$ cat src/rtl/dma_agen_nd_pkg.sv
// ----------------------------------------------------------------------------
// dma_agen_nd_pkg
// Shared definitions for the N-dimensional DMA address generator:
//   state_t   - job controller states (IDLE: waiting for a job, RUN: beats out)
//   NDIM_MIN  - smallest supported loop dimension count
//   NDIM_MAX  - largest supported loop dimension count
// ----------------------------------------------------------------------------
package dma_agen_nd_pkg;

    typedef enum logic [0:0] {
        IDLE = 1'b0,
        RUN  = 1'b1
    } state_t;

    localparam int NDIM_MIN = 1;
    localparam int NDIM_MAX = 4;

endpackage

$ cat src/rtl/dma_agen_nd_dim_cnt.sv
// ----------------------------------------------------------------------------
// dma_dim_cnt
// Index counter for one loop dimension. Counts 0..size-1 and wraps to 0; the
// parent chains advance enables so a wrap here carries into the next dim.
// Ports:
//   clk, rst  - clock, asynchronous active-high reset
//   clear     - synchronous restart at index 0 (new job)
//   adv       - advance this dimension by one index this cycle
//   size      - latched element count for this dimension (nonzero in use)
//   at_first  - index is 0
//   at_last   - index is size-1 (a size of 1 is both first and last)
// ----------------------------------------------------------------------------
module dma_dim_cnt
    import dma_agen_nd_pkg::*;
#(
    parameter int SZW = 7
) (
    input  logic           clk,
    input  logic           rst,
    input  logic           clear,
    input  logic           adv,
    input  logic [SZW-1:0] size,
    output logic           at_first,
    output logic           at_last
);

    logic [SZW-1:0] idx;

    assign at_first = (idx == '0);
    assign at_last  = (idx == size - SZW'(1));

    always_ff @(posedge clk or posedge rst) begin
        if (rst) begin
            idx <= '0;
        end else if (clear) begin
            idx <= '0;
        end else if (adv) begin
            idx <= at_last ? '0 : idx + SZW'(1);
        end
    end

endmodule

$ cat src/rtl/dma_agen_nd.sv
// ----------------------------------------------------------------------------
// dma_agen_nd
// N-dimensional DMA address generator. Accepts a job (base address, per-dim
// sizes and signed steps, info tag) and streams one address beat per
// accepted handshake, walking dim 0 innermost.
// Ports:
//   clk, rst                  - clock, asynchronous active-high reset
//   base, dim_size, dim_step  - job description (dim d at [d*W +: W])
//   m_info                    - job tag, echoed on s_info
//   start_valid/start_ready   - job handshake (ready only when idle)
//   s_addr, s_info            - beat address and tag
//   s_first, s_last           - bit d: dims 0..d all at first / last index
//   s_valid/s_ready           - beat handshake
//   abort                     - cancel the running job
//   busy, done                - job running; one-cycle end/abort pulse
// ----------------------------------------------------------------------------
module dma_agen_nd
    import dma_agen_nd_pkg::*;
#(
    parameter int AW   = 14,
    parameter int IFW  = 4,
    parameter int NDIM = 3,
    parameter int SZW  = 7,
    parameter int STW  = 8
) (
    input  logic                clk,
    input  logic                rst,
    input  logic [AW-1:0]       base,
    input  logic [NDIM*SZW-1:0] dim_size,
    input  logic [NDIM*STW-1:0] dim_step,
    input  logic [IFW-1:0]      m_info,
    input  logic                start_valid,
    output logic                start_ready,
    output logic [AW-1:0]       s_addr,
    output logic [IFW-1:0]      s_info,
    output logic [NDIM-1:0]     s_first,
    output logic [NDIM-1:0]     s_last,
    output logic                s_valid,
    input  logic                s_ready,
    input  logic                abort,
    output logic                busy,
    output logic                done
);

    if (NDIM < NDIM_MIN || NDIM > NDIM_MAX) begin : g_ndim_check
        $error("dma_agen_nd: NDIM out of supported range");
    end

    state_t              state, state_nxt;
    logic                done_r, done_set;
    logic                accept, fire, any_zero, last_beat;
    logic [AW-1:0]       addr_r, addr_nxt;
    logic [IFW-1:0]      info_r;
    logic [NDIM*SZW-1:0] size_r;
    logic [NDIM*STW-1:0] step_r;
    // Address at which each dim's current index began (lower dims at 0).
    logic [AW-1:0]       row_start [NDIM];
    logic [NDIM-1:0]     at_first, at_last, adv;

    function automatic logic [AW-1:0] sext_step(input logic [STW-1:0] raw);
        logic signed [STW-1:0] s;
        s = raw;
        return AW'(s);
    endfunction

    assign accept    = (state == IDLE) && start_valid;
    assign fire      = s_valid && s_ready;
    assign last_beat = fire && (&at_last);

    always_comb begin
        any_zero = 1'b0;
        for (int d = 0; d < NDIM; d++) begin
            if (dim_size[d*SZW +: SZW] == '0) any_zero = 1'b1;
        end
    end

    // Carry chain: dim d advances when all lower dims wrap on this beat.
    always_comb begin
        adv[0] = fire;
        for (int d = 1; d < NDIM; d++) begin
            adv[d] = adv[d-1] && at_last[d-1];
        end
    end

    // The highest advancing dim wins: its row start plus its step.
    always_comb begin
        addr_nxt = addr_r;
        for (int d = 0; d < NDIM; d++) begin
            if (adv[d]) addr_nxt = row_start[d] + sext_step(step_r[d*STW +: STW]);
        end
    end

    always_comb begin
        state_nxt = state;
        done_set  = 1'b0;
        case (state)
            IDLE: begin
                if (start_valid) begin
                    if (any_zero) done_set  = 1'b1;
                    else          state_nxt = RUN;
                end
            end
            RUN: begin
                if (abort || last_beat) begin
                    state_nxt = IDLE;
                    done_set  = 1'b1;
                end
            end
            default: state_nxt = IDLE;
        endcase
    end

    always_ff @(posedge clk or posedge rst) begin
        if (rst) begin
            state  <= IDLE;
            done_r <= 1'b0;
        end else begin
            state  <= state_nxt;
            done_r <= done_set;
        end
    end

    always_ff @(posedge clk or posedge rst) begin
        if (rst) begin
            addr_r <= '0;
            info_r <= '0;
            size_r <= '0;
            step_r <= '0;
            for (int d = 0; d < NDIM; d++) row_start[d] <= '0;
        end else if (accept) begin
            addr_r <= base;
            info_r <= m_info;
            size_r <= dim_size;
            step_r <= dim_step;
            for (int d = 0; d < NDIM; d++) row_start[d] <= base;
        end else if (fire) begin
            addr_r <= addr_nxt;
            for (int d = 0; d < NDIM; d++) begin
                if (adv[d]) row_start[d] <= addr_nxt;
            end
        end
    end

    for (genvar d = 0; d < NDIM; d++) begin : g_dim
        dma_dim_cnt #(.SZW(SZW)) u_cnt (
            .clk      (clk),
            .rst      (rst),
            .clear    (accept),
            .adv      (adv[d]),
            .size     (size_r[d*SZW +: SZW]),
            .at_first (at_first[d]),
            .at_last  (at_last[d])
        );
    end

    // Flags are cumulative from dim 0 and forced low outside a job.
    always_comb begin
        logic f_acc, l_acc;
        f_acc   = 1'b1;
        l_acc   = 1'b1;
        s_first = '0;
        s_last  = '0;
        for (int d = 0; d < NDIM; d++) begin
            f_acc      = f_acc && at_first[d];
            l_acc      = l_acc && at_last[d];
            s_first[d] = f_acc && (state == RUN);
            s_last[d]  = l_acc && (state == RUN);
        end
    end

    assign start_ready = (state == IDLE);
    assign busy        = (state == RUN);
    assign s_valid     = (state == RUN);
    assign done        = done_r;
    assign s_addr      = addr_r;
    assign s_info      = info_r;

endmodule

$ cat config.mk
export PLATFORM = sky130hd
export DESIGN_NAME = dma_agen_nd
export DESIGN_NICKNAME = d
export VERILOG_FILES = /design/src/rtl/dma_agen_nd_pkg.sv /design/src/rtl/dma_agen_nd_dim_cnt.sv /design/src/rtl/dma_agen_nd.sv
export SDC_FILE = /design/constraint.sdc
export NUM_CORES = 1
export LEC_CHECK = 0
export CORE_MARGIN = 3
export CORE_UTILIZATION = 30
export DETAILED_ROUTE_END_ITERATION = 8
export GPL_ROUTABILITY_DRIVEN = 0
export PLACE_DENSITY = 0.47
export SLEW_MARGIN = 20
export SYNTH_ARGS = -nofsm -noshare
export SYNTH_HDL_FRONTEND = slang
export SYNTH_HIERARCHICAL = 1
export SYNTH_SLANG_ARGS = --single-unit
$ cat constraint.sdc
create_clock -name clk -period 4.56 [get_ports clk]
set_input_delay 0.684 -clock clk [delete_from_list [all_inputs] [get_ports clk]]
set_output_delay 0.684 -clock clk [all_outputs]
set_load 0.005 [all_outputs]
==> Yosys cells after proc, flatten, opt, wreduce, memory -nomap -nowiden <==
Cells that the tools add are included.
{ "classes": {"n_addsub": 9, "mul": 0, "div": 0, "n_lt_le_gt_ge": 0, "eq_ne": 3, "shifts": 0, "muxes": 28, "n_bitwise": 1, "reduce_logical": 28} }
{ "op_table": {"columns": ["op", "n"], "rows": [
  ["$mux W14", 6],
  ["$mux W42", 2],
  ["$mux W7", 9],
  ["$add A14 B14 Y14", 3],
  ["$logic_not A7 Y1", 6],
  ["$add A7 B1 Y7 const B", 3],
  ["$eq A7 B7 Y1", 3],
  ["$sub A7 B1 Y7 const B", 3],
  ["$logic_and A1 B1 Y1", 15],
  ["$mux W1", 9],
  ["$reduce_bool A2 Y1", 3],
  ["$pmux W1 S2", 2],
  ["$reduce_and A2 Y1", 2],
  ["$reduce_and A3 Y1", 1],
  ["$logic_or A1 B1 Y1", 1],
  ["$not A1 Y1", 1]
]} }
{ "word_totals": {"regBits": 128, "latch_bits": 0, "mem_bits_rw": 0, "romBits": 0, "inputBits": 68, "output_inout_bits": 28, "elab_cells": 81, "n_memories": 0} }

==> Logic depth before layout (Yosys ltp) <==
{ "depth": {"ltp_word": 8, "depth_mapped": 16, "mapped_depth_nobuf": 13} }

==> Hierarchy <==
The synthesis kept the hierarchy.
{ "modules_own_cells": {"columns": ["mod", "instances", "cells_per_inst", "area_per_inst_um2"], "rows": [
  ["dma_agen_nd", 1, 699, 5844.4],
  ["dma_dim_cnt", 3, 77, 698.2]
]} }

==> Worst setup path before layout <==
No wires, ideal clock.
{ "synth_path": {"path_kind": "reg2reg", "startpoint": "reg size_r[7]", "endpoint": "reg g_dim[2].u_cnt.idx[5]", "setup_time_ns": 0.094, "arrival_time_ns": 3.254, "t_required_ns": 4.466, "setup_slack_ns": 1.212, "stages_incl_launch_ff": 17, "n_path_buf": 3, "period_less_slack_ns": 3.348, "cell_sequence": "dfrtp_1 > inv_1 > ha_1 > xor2_1 > o311ai_0 > o21a_1 > nor4_4 > clkbuf_1 > and3_1 > nand2_1 > clkbuf_1 > inv_1 > buf_2 > and3_1 > nand4_1 > xor2_1 > a211oi_1"} }
{ "synth_via": {"elab_chain_len": 4} }
{ "synth_lines": {"columns": ["element", "line", "text"], "rows": [
  ["start, declared", "dma_agen_nd.sv:54", "logic [NDIM*SZW-1:0] size_r;"],
  ["start signal, assigned", "dma_agen_nd.sv:133", "size_r <= dim_size;"],
  ["$sub A7 B1 Y7", "dma_agen_nd_dim_cnt.sv:30", "assign at_last = (idx == size - SZW'(1));"],
  ["$eq A7 B7 Y1", "dma_agen_nd_dim_cnt.sv:30", null],
  ["net at_last[1]", "dma_agen_nd.sv:58", "logic [NDIM-1:0] at_first, at_last, adv;"],
  ["$logic_and A1 B1 Y1", "dma_agen_nd.sv:81", "adv[d] = adv[d-1] && at_last[d-1];"],
  ["net adv[2]", "dma_agen_nd.sv:58", null],
  ["$reduce_bool A2 Y1 (no line)", null, null],
  ["end signal, assigned", "dma_agen_nd_dim_cnt.sv:38", "idx <= at_last ? '0 : idx + SZW'(1);"],
  ["end, declared", "dma_agen_nd_dim_cnt.sv:27", "logic [SZW-1:0] idx;"]
]} }
The timed path passes the listed nets, and every way through them passes these cells.
A chain may end at the register's enable or synchronous reset.

==> Worst setup path after layout <==
{ "layout_path": {"startpoint": "reg size_r[0]", "endpoint": "out s_last[0]"} }
{ "layout_via": {"elab_chain_len": 3} }
{ "layout_lines": {"columns": ["element", "line", "text"], "rows": [
  ["$sub A7 B1 Y7", "dma_agen_nd_dim_cnt.sv:30", null],
  ["$eq A7 B7 Y1", "dma_agen_nd_dim_cnt.sv:30", null],
  ["net at_last[0]", "dma_agen_nd.sv:58", null],
  ["$logic_and A1 B1 Y1", "dma_agen_nd.sv:167", "s_last[d] = l_acc && (state == RUN);"],
  ["end, declared", "dma_agen_nd.sv:37", "output logic [NDIM-1:0] s_last,"]
]} }
The timed path passes the listed nets, and every way through them passes these cells.

==> impl_metrics.toml <==
[run_status]
outcome = "completed"

[floorplan]
die-area_um2 = 28500
start_util_pct = 31.0
die_y_um = 169
die_w_um = 169
coreArea_um2 = 25600
io_pins = 96
rows = 58

[timing]
fin_tns_setup_ns = 0
fin_crit_sh_pct = 83.1
max_freq_ghz = 0.264
setup_violations = 0
worst_clock_skew_ns = 0.0130
slew_headroom_pct = 42.0
timing.hold.ws_ns = 0.476
final_max_slew_viol_count = 0
rsz0062_at_grt = "false"
tightest_slew_ns = 0.861
finalCriticalPeriod_ns = 3.79
hold_viol_final = 0

[detailed_routing]
via_count = 6876
drc_errors = 0
drtIter0Drc = 374
viasPerCell = 5.12
first_pass_iters = 5
ant_nets = 0
routed_wl_mm = 23.4
wl_per_cell_um = 17.4

[clock_network]
clk_pin_slew_worst_paths_ns = 0.05
cts_made_buffers = 17
cts_resized = 0
cts_root_buffer = "clkbuf_16"
cts_hold_buf = 0
cts_max_level = 4
post_cts_buffers = 0
cts.sinks = 114
clk_latency_ns = 0.42
tritoncts = "done"
cts_max_path_buffers = 2

[finish]
drive_gt1_share_pct = 7.59
antennaDiodeCount = 0
layout.nets = 1120
area_growth_pct = 23.2
fillers = 2632
fin_util_pct = 38.2

[grt]
grt_max_degree = 95
first_global_vias = 6865
grt_pass1_wl_mm = 37.7
antenna_found_initial = 0
grt_use_total_pct = 16.7
grt_overflow = 0

[hold_path]
worst_hold_startpoint = "size_r[19]$_DFFE_PP0P_"
min_to = "size_r[19]$_DFFE_PP0P_"
whs_path_depth = 2
min_path_type = "reg2reg"

[setup_path]
r2r-end = "g_dim[1].u_cnt/idx[3]$_DFFE_PP0P_"
cpLargestDelayFamily = "buffers and inverters"
cp.arrival_ns = 3.11
worst_ep_required_time_ns = 3.88
critPathMaxStageDelay_ns = 0.52
critical_path_buf_inv_count = 3
slowest_stage = "clkdlybuf4s50_1"
worstReg2RegStart = "size_r[0]$_DFFE_PP0P_"
critPathKind = "reg2out"
critPathLaunchType = "flop"
r2r_slack_ns = 1.08
cp-end-kind = "output port"
crit_fanout = 23
reg2reg_depth = 14
critical_path.cell_chain = "inv_1 -> ha_1 -> xor2_1 -> o311ai_0 -> o21a_1 -> nor4_4 -> buf_4 -> and2_1 -> clkdlybuf4s50_1"

[logic_synthesis]
synthesis.area_um2 = 7940
async_flop_share_pct = 100
ys_ff_latch = 114
yosysWarnings = 6
yosys.cell_types.count = 70
synth-seq-area-share_pct = 35.9
synth_nets = 1049
avgSynthCellArea_um2 = 8.54
synth_cells = 930
synth_edf_count = 0
synth_flop_cell = "dfrtp_1"

[power_and_ir_drop]
ir_drop_mv = 0.205
power-per-cell-area_nw_per_um2 = 540
power_leakage_nw = 4.37

[flow_run]
max-cap-violations = 0

[place]
port_buffers = 95
hpwl_mm = 17.4
worst max path at each step:
stage,from,endpoint,slack (ns),cells past startpoint
6_report,size_r[0]$_DFFE_PP0P_,s_last[0],0.77,9
4_1_cts,size_r[0]$_DFFE_PP0P_,s_last[0],0.72,9
5_1_grt,size_r[0]$_DFFE_PP0P_,s_last[0],0.53,9
3_5_place_dp,size_r[0]$_DFFE_PP0P_,g_dim[2].u_cnt/idx[3]$_DFFE_PP0P_,1.11,14
3_3_place_gp,size_r[0]$_DFFE_PP0P_,g_dim[2].u_cnt/idx[4]$_DFFE_PP0P_,1.17,14
2_1_floorplan,size_r[7]$_DFFE_PP0P_,g_dim[2].u_cnt/idx[5]$_DFFE_PP0P_,1.21,16
cells by family (layout without fill, tap and decap cells):
| group | count (synthesis) | in the layout | synth area share [%] |
|---|---|---|---|
| multiplexers | 7 | 7 | 0.930 |
| AO/OA/AOI/OAI | 235 | 235 | 20.1 |
| adder cells (fa/ha/maj) | 51 | 51 | 8.32 |
| buffers and inverters | 88 | 172 | 4.89 |
| XOR/XNOR | 71 | 71 | 7.83 |
| flip-flops | 114 | 114 | 35.9 |
| AND/OR/NAND/NOR | 364 | 364 | 22.0 |
where the power goes:
| group | internal [mW] | switching (mW) |
|---|---|---|
| Sequential | 1.24 | 0.265 |
| Combinational | 1.07 | 1.27 |
| Clock | 0.953 | 0.476 |
registers in the layout, indices dropped and copies added (netlist names):
name	cells
size_r	21
step_r	24
row_start	28
done	1
s_addr	14
busy	1
s_info	4
g_dim.u_cnt/idx	21
Yosys cell counts, types with 4 or more instances:
cell type / number / share of area (%)
nand2b_1: 11 / 0.87
buf_4: 15 / 1.4
or2_2: 5 / 0.39
nor2_1: 48 / 2.3
mux2i_1: 4 / 0.50
nand3_1: 11 / 0.69
xnor2_1: 20 / 2.2
and3_1: 9 / 0.71
inv_1: 32 / 1.5
buf_1: 6 / 0.28
a31oi_1: 12 / 0.95
o21a_1: 8 / 0.76
o211ai_1: 5 / 0.47
xor2_1: 51 / 5.6
o22ai_1: 10 / 0.79
o211a_1: 5 / 0.63
nand4_1: 20 / 1.6
a21oi_1: 54 / 3.4
nor3_1: 22 / 1.4
a211oi_1: 32 / 3.0
a21o_1: 16 / 1.5
nor4_1: 6 / 0.47
ha_1: 48 / 7.6
o21ai_1: 4 / 0.25
or3_1: 4 / 0.32
o21bai_1: 8 / 0.76
o221ai_1: 4 / 0.44
o311ai_0: 4 / 0.44
dfrtp_1: 114 / 36
o21ai_0: 42 / 2.6
clkbuf_1: 33 / 1.6
nand2_1: 195 / 9.2
and2_1: 4 / 0.32
worst min-delay path, delay by kind of cell, from the launching register on:
kind             cells  cell delay [ns]
and+or+nand+nor      2             0.11
DFF                  1             0.34
layout by cell type, fill, tap and decap left out, types with 9 or more instances in the layout:
cell type / n
a31oi_1: 12
nand2_1: 194
nand4_1: 20
o21ai_0: 42
a211oi_1: 32
ha_1: 48
xor2_1: 51
clkdlybuf4s50_1: 95
inv_1: 31
nand2b_1: 11
nor2_1: 48
a21oi_1: 54
nand3_1: 11
nor3_1: 22
xnor2_1: 20
dfrtp_1: 114
and3_1: 9
o22ai_1: 10
clkbuf_16: 17
buf_4: 11
a21o_1: 16
per-stage QoR:
stage	setup WS, ns	cells	instance area, um^2	power, mW
final	0.769	1344	9780	5.28
after global routing	0.530	1344	9780	5.70
after CTS	0.722	1344	9780	5.34
after detailed placement	1.11	1312	9150	3.87
after global placement	1.17	1312	9150	3.88
after floorplan	1.21	930	7940	3.20
per-layer routing:
| metal | track usage, % | vias up | part of all wire, % |
|---|---|---|---|
| met5 | 0 | - | 0 |
| met1 | 22.1 | 3270 | 47 |
| met2 | 28.1 | 128 | 48 |
| met4 | 5.27 | 0 | 1.6 |
| li1 | - | 3455 | - |
| met3 | 2.78 | 23 | 3.0 |
layout make-up:
type                       instances  area (um^2)  share of cell area (%)
multi-input combinational        728         4700                    48.1
sequential                       114         2850                    29.2
timing repair buffer             107         1050                    10.8
clock buffer                      22          474                    4.85
tap                              330          413                    4.22
clock inverter                    10          155                    1.59
inverter                          33          128                    1.31
Note: power is estimated with default switching activity, not from simulation.
